===== config.mk =====
export PLATFORM = sky130hd
export DESIGN_NAME = fetch_bpu
export DESIGN_NICKNAME = d
export VERILOG_FILES = /design/src/rtl/bpu_pkg.sv /design/src/rtl/bpu_btb.sv /design/src/rtl/fetch_bpu.sv
export SDC_FILE = /design/constraint.sdc
export NUM_CORES = 2
export LEC_CHECK = 0
export ABC_AREA = 1
export BUFFER_PORTS_ARGS = -buffer_cell sky130_fd_sc_hd__buf_2
export CAP_MARGIN = 40
export CORE_ASPECT_RATIO = 0.75
export CORE_UTILIZATION = 30
export DETAILED_ROUTE_END_ITERATION = 10
export SETUP_SLACK_MARGIN = 0.5
export SLEW_MARGIN = 20
export SYNTH_ARGS = -nofsm -noshare
export SYNTH_HDL_FRONTEND = slang
export SYNTH_HIERARCHICAL = 1
export SYNTH_SLANG_ARGS = --single-unit

===== constraint.sdc =====
create_clock -name clk -period 5.18 [get_ports clk]
set_clock_uncertainty 0.15 [all_clocks]
set_input_delay 0.777 -clock clk [delete_from_list [all_inputs] [get_ports clk]]
set_output_delay 0.777 -clock clk [all_outputs]
set_load 0.05 [all_outputs]

===== src/rtl/bpu_pkg.sv =====
`default_nettype none
// ============================================================================
//  Module      : bpu_pkg
//  Description : Shared branch-predictor definitions: 2-bit counter
//                encodings and saturating counter helpers.
//  Revision    : 1.0 - initial release
// ============================================================================
package bpu_pkg;

  // 2-bit saturating counter states
  localparam logic [1:0] CNT_SNT = 2'b00;  // strongly not-taken
  localparam logic [1:0] CNT_WNT = 2'b01;  // weakly not-taken
  localparam logic [1:0] CNT_WT  = 2'b10;  // weakly taken
  localparam logic [1:0] CNT_ST  = 2'b11;  // strongly taken

  // Increment, holding at strongly-taken
  function automatic logic [1:0] sat_inc(input logic [1:0] cnt);
    return (cnt == CNT_ST) ? CNT_ST : cnt + 2'b01;
  endfunction

  // Decrement, holding at strongly-not-taken
  function automatic logic [1:0] sat_dec(input logic [1:0] cnt);
    return (cnt == CNT_SNT) ? CNT_SNT : cnt - 2'b01;
  endfunction

endpackage
`default_nettype wire


===== src/rtl/bpu_btb.sv =====
`default_nettype none
// ============================================================================
//  Module      : bpu_btb
//  Description : Direct-mapped branch target buffer with per-entry 2-bit
//                counter and jump flag. One combinational lookup port, one
//                clocked update port driven by the resolving instruction.
//  Revision    : 1.0 - initial release
// ============================================================================
module bpu_btb
  import bpu_pkg::*;
#(
  parameter int         XLEN     = 32,
  parameter int         ENTRIES  = 16,
  parameter logic [1:0] CNT_INIT = 2'b01
) (
  input  logic            clk,
  input  logic            reset,
  // lookup port
  input  logic [XLEN-1:0] lu_pc,
  output logic            lu_hit,
  output logic            lu_jump,
  output logic [1:0]      lu_cnt,
  output logic [XLEN-1:0] lu_target,
  // update port
  input  logic            upd_valid,
  input  logic            upd_is_cti,
  input  logic            upd_is_jump,
  input  logic [XLEN-1:0] upd_pc,
  input  logic            upd_taken,
  input  logic [XLEN-1:0] upd_target
);

  localparam int IDXW = $clog2(ENTRIES);
  localparam int TAGW = XLEN - IDXW - 2;

  logic            r_valid  [ENTRIES];
  logic [TAGW-1:0] r_tag    [ENTRIES];
  logic [XLEN-1:0] r_target [ENTRIES];
  logic            r_jump   [ENTRIES];
  logic [1:0]      r_cnt    [ENTRIES];

  logic [IDXW-1:0] w_lu_idx;
  logic [TAGW-1:0] w_lu_tag;
  logic [IDXW-1:0] w_upd_idx;
  logic [TAGW-1:0] w_upd_tag;
  logic            w_upd_hit;
  logic            w_unused;

  // Instruction-aligned PCs: the low two bits never select an entry
  assign w_unused = ^{lu_pc[1:0], upd_pc[1:0]};

  // Lookup reads the stored entry as of the start of the cycle (no bypass)
  always_comb begin
    w_lu_idx  = lu_pc[IDXW+1:2];
    w_lu_tag  = lu_pc[XLEN-1:IDXW+2];
    lu_hit    = r_valid[w_lu_idx] && (r_tag[w_lu_idx] == w_lu_tag);
    lu_jump   = r_jump[w_lu_idx];
    lu_cnt    = r_cnt[w_lu_idx];
    lu_target = r_target[w_lu_idx];
  end

  // Hit detection for the resolving instruction
  always_comb begin
    w_upd_idx = upd_pc[IDXW+1:2];
    w_upd_tag = upd_pc[XLEN-1:IDXW+2];
    w_upd_hit = r_valid[w_upd_idx] && (r_tag[w_upd_idx] == w_upd_tag);
  end

  // Entry training, allocation and alias invalidation; reset wins over updates
  always_ff @(posedge clk) begin
    if (reset) begin
      for (int i = 0; i < ENTRIES; i++) begin
        r_valid[i]  <= 1'b0;
        r_tag[i]    <= '0;
        r_target[i] <= '0;
        r_jump[i]   <= 1'b0;
        r_cnt[i]    <= CNT_INIT;
      end
    end else if (upd_valid) begin
      if (upd_is_cti) begin
        if (w_upd_hit) begin
          if (upd_is_jump)
            r_cnt[w_upd_idx] <= CNT_ST;
          else if (upd_taken)
            r_cnt[w_upd_idx] <= sat_inc(r_cnt[w_upd_idx]);
          else
            r_cnt[w_upd_idx] <= sat_dec(r_cnt[w_upd_idx]);
          if (upd_taken)
            r_target[w_upd_idx] <= upd_target;
        end else if (upd_taken) begin
          r_valid[w_upd_idx]  <= 1'b1;
          r_tag[w_upd_idx]    <= w_upd_tag;
          r_target[w_upd_idx] <= upd_target;
          r_jump[w_upd_idx]   <= upd_is_jump;
          r_cnt[w_upd_idx]    <= CNT_WT;
        end
      end else if (w_upd_hit) begin
        // A non-CTI matched an entry: the entry is a stale alias
        r_valid[w_upd_idx] <= 1'b0;
      end
    end
  end

endmodule
`default_nettype wire


===== src/rtl/fetch_bpu.sv =====
`default_nettype none
// ============================================================================
//  Module      : fetch_bpu
//  Description : Fetch-stage PC generator with BTB-based dynamic branch
//                prediction, MEM-stage mispredict repair and perf counters.
//  Revision    : 1.0 - initial release
// ============================================================================
module fetch_bpu
  import bpu_pkg::*;
#(
  parameter int              XLEN        = 32,
  parameter int              BTB_ENTRIES = 16,
  parameter logic [XLEN-1:0] RESET_PC    = 32'h0,
  parameter logic [1:0]      CNT_INIT    = 2'b01
) (
  input  logic            clk,
  input  logic            reset,
  input  logic            stall,
  output logic [XLEN-1:0] pc,
  output logic            pred_taken,
  output logic [XLEN-1:0] pred_target,
  input  logic            upd_valid,
  input  logic            upd_is_cti,
  input  logic            upd_is_jump,
  input  logic [XLEN-1:0] upd_pc,
  input  logic            upd_taken,
  input  logic [XLEN-1:0] upd_target,
  input  logic            upd_pred_taken,
  input  logic [XLEN-1:0] upd_pred_target,
  output logic            mispredict,
  output logic [31:0]     perf_cti,
  output logic [31:0]     perf_mispred
);

  localparam logic [31:0] c_perf_max = 32'hFFFF_FFFF;

  logic [XLEN-1:0] r_pc;
  logic [XLEN-1:0] w_pc_next;
  logic [XLEN-1:0] w_pc_seq;
  logic [XLEN-1:0] w_repair_pc;
  logic            w_hit;
  logic            w_jump;
  logic [1:0]      w_cnt;
  logic [31:0]     r_perf_cti;
  logic [31:0]     r_perf_mispred;
  logic            w_unused;

  bpu_btb #(
    .XLEN     (XLEN),
    .ENTRIES  (BTB_ENTRIES),
    .CNT_INIT (CNT_INIT)
  ) u_btb (
    .clk         (clk),
    .reset       (reset),
    .lu_pc       (r_pc),
    .lu_hit      (w_hit),
    .lu_jump     (w_jump),
    .lu_cnt      (w_cnt),
    .lu_target   (pred_target),
    .upd_valid   (upd_valid),
    .upd_is_cti  (upd_is_cti),
    .upd_is_jump (upd_is_jump),
    .upd_pc      (upd_pc),
    .upd_taken   (upd_taken),
    .upd_target  (upd_target)
  );

  // Only the counter MSB carries the direction
  assign w_unused = w_cnt[0];

  // Prediction and mispredict detection; low PC bits pass through the +4 adders
  always_comb begin
    pred_taken  = w_hit && (w_jump || w_cnt[1]);
    mispredict  = upd_valid &&
                  ((upd_is_cti && (upd_taken != upd_pred_taken)) ||
                   (upd_is_cti && upd_taken && (upd_target != upd_pred_target)) ||
                   (!upd_is_cti && upd_pred_taken));
    w_pc_seq    = {r_pc[XLEN-1:2] + (XLEN-2)'(1), r_pc[1:0]};
    w_repair_pc = (upd_taken && upd_is_cti) ? upd_target
                                            : {upd_pc[XLEN-1:2] + (XLEN-2)'(1), upd_pc[1:0]};
  end

  // Next-PC select: repair beats stall, stall beats prediction
  always_comb begin
    w_pc_next = r_pc;
    if (mispredict)
      w_pc_next = w_repair_pc;
    else if (stall)
      w_pc_next = r_pc;
    else if (pred_taken)
      w_pc_next = pred_target;
    else
      w_pc_next = w_pc_seq;
  end

  // Fetch PC register
  always_ff @(posedge clk) begin
    if (reset)
      r_pc <= RESET_PC;
    else
      r_pc <= w_pc_next;
  end

  // Saturating performance counters
  always_ff @(posedge clk) begin
    if (reset) begin
      r_perf_cti     <= '0;
      r_perf_mispred <= '0;
    end else begin
      if (upd_valid && upd_is_cti && (r_perf_cti != c_perf_max))
        r_perf_cti <= r_perf_cti + 32'd1;
      if (mispredict && (r_perf_mispred != c_perf_max))
        r_perf_mispred <= r_perf_mispred + 32'd1;
    end
  end

  assign pc           = r_pc;
  assign perf_cti     = r_perf_cti;
  assign perf_mispred = r_perf_mispred;

endmodule
`default_nettype wire

# Word level (Yosys, flattened, before mapping)
# Memories as Yosys holds them, arrays and structs flattened. A register that Yosys moved wholly into a read port is not among the register bits.
# Cells that the tools add are included.
dict set report totals {
  reg_bits 96
  ram_bits 992
  in_bits 104
  n_memories 5
}
# memory words width rd rd_clocked_by_memory_dff write_ports line
set mem_list {}
lappend mem_list {u_btb.r_target 16 32 1 1 16 bpu_btb.sv:38} ;# logic [XLEN-1:0] r_target [ENTRIES];
lappend mem_list {u_btb.r_tag 16 26 2 1 16 bpu_btb.sv:37} ;# logic [TAGW-1:0] r_tag [ENTRIES];
lappend mem_list {u_btb.r_cnt 16 2 2 1 16 bpu_btb.sv:40} ;# logic [1:0] r_cnt [ENTRIES];
lappend mem_list {u_btb.r_jump 16 1 1 1 16 bpu_btb.sv:39} ;# logic r_jump [ENTRIES];
lappend mem_list {u_btb.r_valid 16 1 2 1 16 bpu_btb.sv:36} ;# logic r_valid [ENTRIES];
dict set report classes {
  addsub 6
  n_eq_ne 8
  n_mux 73
  bitwise_logic 5
  reduce_logical 23
}
# cell n
set op_table {}
lappend op_table {{2-to-1 mux 32 bit} 6}
lappend op_table {{adder 32 x 1 -> 32 bit (second input constant)} 2}
lappend op_table {{inequality test 32 bit (second input constant)} 2}
lappend op_table {{adder 30 x 1 -> 30 bit (second input constant)} 2}
lappend op_table {{2-to-1 mux 4 bit} 15}
lappend op_table {{equality test 26 bit} 2}
lappend op_table {{2-to-1 mux 1 bit} 45}
lappend op_table {{inequality test 32 bit} 1}
lappend op_table {{OR reduction 32 bit} 1}
lappend op_table {{2-to-1 mux 26 bit} 1}
lappend op_table {{OR reduction 26 bit} 1}
lappend op_table {{2-to-1 mux 2 bit} 6}
lappend op_table {{logical AND 1 bit} 11}
lappend op_table {{bitwise OR 1 bit} 5}
lappend op_table {{logical OR 1 bit} 3}
lappend op_table {{adder 2 x 1 -> 2 bit (second input constant)} 1}
lappend op_table {{equality test 2 bit (second input constant)} 1}
lappend op_table {{logical NOT 2 bit} 1}
lappend op_table {{inequality test 2 x 1 -> 1 bit (second input constant)} 1}
lappend op_table {{AND reduction 2 bit} 1}
lappend op_table {{nonzero test 2 bit} 1}
lappend op_table {{OR reduction 1 bit} 2}
lappend op_table {{OR reduction 2 bit} 1}
lappend op_table {{subtractor 2 x 1 -> 2 bit (second input constant)} 1}
lappend op_table {{2 further kinds} 2}

# Depth between registers and ports, before layout
# An unclocked memory read counts as a cell.
dict set report depth {
  ltp_word 13
  mapped_depth 26
  ltp_nobuf 24
}

# Modules after synthesis
# The synthesis kept the hierarchy.
# mod n_inst cells_each area_per_inst_um2
set modules_own_cells {}
lappend modules_own_cells {bpu_btb 1 5468 49150.9}
lappend modules_own_cells {fetch_bpu 1 1403 8067.7}

# Worst setup path before layout
# OpenSTA, ideal clock, no wires.
dict set report synth_timing {
  path_type {reg2out}
  start {reg, netlist name pc[2]}
  end {out pred_taken}
  arrival_ns 3.413
  setup_slack_ns 0.840
  path_stages_with_launch 16
  n_path_buf 4
  cell_sequence {dfxtp_1 clkbuf_1 clkbuf_1 clkbuf_1 nand2_1 o211ai_1 nand3_1 nand3_1 o21ai_0 xor2_1 nor3_1 nand4_1 nor2_1 o21ai_0 inv_1 clkbuf_1}
}
# element line
set synth_lines {}
lappend synth_lines {{end: declaration} fetch_bpu.sv:20} ;# output logic pred_taken,

==> results.cfg <==
[run_status]
status = completed

[timing]
period_share_pct = 92.1
report.final.slew_viol_count = 0
max_slew.worst_pin.slew_ns = 0.897
maxSlewHeadroom_pct = 39.9
max_freq_mhz = 210
final_hold_viol_count = 0
grt_setup_unrepaired = true
setup_violations = 0
fin_tns_setup_ns = 0
min_period_ns = 4.77
hold_slack_ns = 0.231

[critical_path]
cp-end-kind = output pin
start_kind = flip-flop
crit_chain = buf_12, buf_6, o21ai_0, a21oi_1, o22ai_1, o21ai_1, xnor2_1, nand4_1, nor2_1, nand2_1, nor2_4, o21ai_2, inv_4, buf_6
crit_family = compound AO/OA/AOI/OAI gates
path_max_fanout = 19
cpPeakStageDelay_ns = 0.51
cp.arrival_ns = 3.84
critical_path_required_ns = 4.25
path_common_cell = buf_6
worst-path-buf-inv = 4
rr_endpoint = pc[0]
rr_worst_depth = 17
cp_slowest_cell = o21ai_1
reg2reg_slack_ns = 0.98
reg2reg_from = pc[2]
criticalPathCategory = reg -> out

[hold_path]
holdCritStartpoint = upd_pc[0]
holdPathStages = 5
min_path_type = in -> reg
min_to = pc[0]

[cts]
clockBufferDepth = 3
path_clk_slew_ns = 0.06
cts_tree = yes
cts.htree.levels = 3
cts_buffers = 113
postCtsHoldBufs = 0
clk_latency_ns = 0.78
cts_root_buffer = clkbuf_16
cts.sinks = 1088

[power_and_ir_drop]
power_density_nw_per_um2 = 336
power_w = 0.0222
ir_drop_mv = 0.259
p_leak_nw = 26.0

[drt]
drt-initial-drc-count = 7878
wire_per_inst_um = 24.4
ant_nets = 0
vias_per_cell = 5.49
vias = 52467
first_pass_iters = 6
route.detailed.drc = 0
wirelength_um = 233000

[global_routing]
grt_pass1_wl_um = 328000
antenna_found_initial = 11
grt_max_degree = 157
grt_overflow_total = 0
grt_pass1_vias = 47856
track_usage_pct = 23.0

[synth]
synth_nets = 6954
yosysWarnings = 6
syn_area_um2 = 57100
syn_inst = 6846
syn_avg_cell_area_um2 = 8.34

[finish]
fillers = 19343
layout.nets = 7038
area_growth_syn_to_layout_pct = 15.5
drive_gt1_share_pct = 11.0

[placed_design]
hpwl_um = 140000
portBuffers = 233
place_congestion = 0.942

[floorplanning]
dieArea_um2 = 192000
die_h_um = 380
start_util_pct = 30.2
io_pins = 234
core_area_um2 = 189000
die_x_um = 506
rows = 138

[run]
max_cap_violations = 0
per-layer routing:
metal	part of all wire, %	up-vias	track usage [%]
met5	0.0043	-	0
met4	6.0	2	12.7
met3	13	592	5.01
met1	40	25057	32.0
li1	-	23029	-
met2	41	3787	32.8
layout by cell type, fill, tap and decap left out, drive strengths merged, types with 5 or more instances in the layout:
master / n
a22oi: 16
nor3: 45
inv: 275
nor4: 5
clkbuf: 154
or2: 11
clkinvlp: 8
edfxtp: 992
o22ai: 76
nand2: 1733
diode: 6
nand4: 33
bufinv: 13
xor2: 66
o221ai: 148
xnor2: 44
nor2: 1722
a21oi: 111
o211ai: 61
dfxtp: 96
o21ai: 644
nand3b: 16
clkinv: 71
nand3: 215
buf: 454
repair_timing:
item | CTS | global route
resized for setup | 24 | 30
gates cloned | 3 | 10
endpoints found under the hold margin | 0 | 0
buffers inserted | 9 | 9
pin swaps | 0 | 8
endpoints found under the setup margin | 58 | 18
final cells by class:
cell class,count,area [um^2],share of cell area [%]
tap,2520,3150,4.78
antenna,6,15.0,0.0228
inverter,294,1170,1.78
sequential,1088,31700,48.1
clock inverter,69,708,1.07
timing repair buffer,463,3720,5.64
clock buffer,147,3090,4.69
timing repair inverter,4,63.8,0.0967
multi-input combinational,4966,22300,33.8
flip-flops by register name, indices dropped and copies added, names as in the netlist:
name,cells
perf_mispred,32
u_btb/r_tag,416
u_btb/r_target,512
perf_cti,32
u_btb/r_cnt,32
u_btb/r_valid,16
pc,32
u_btb/r_jump,16
worst max-delay path by stage:
stage,cells after the start,from,to,slack (ns)
floorplan,15,pc[2],pred_taken,0.84
global placement,12,pc[3],pred_taken,0.11
detailed placement,15,pc[2],pred_taken,0.22
CTS,15,pc[2],pred_taken,0.32
global route,15,pc[2],pred_taken,0.36
finish,14,pc[2],pred_taken,0.41
power breakdown:
part,total (W),internal [W],switching [W]
sequential,0.0102,0.0100,0.000227
combinational,0.00345,0.000862,0.00259
clock,0.00849,0.00485,0.00364
total,0.0222,0.0157,0.00645
through the flow:
stage / utilization [%] / cells / cell area [um^2] / worst slack, ns
after global routing: 34.9 / 9556 / 66000 / 0.356
after CTS: 34.7 / 9532 / 65500 / 0.321
after floorplan: - / 6846 / 57100 / 0.840
after detailed placement: 32.5 / 9304 / 61500 / 0.216
final: 34.9 / 9557 / 66000 / 0.408
after global placement: 32.5 / 9300 / 61400 / 0.110
tightest hold or removal path: stages:
cell     delay, ns
buf_2         0.08
nand2_1       0.04
o21ai_0       0.06
o21ai_0       0.08
nor2_1        0.08
Note: power is estimated with default switching activity, not from simulation.
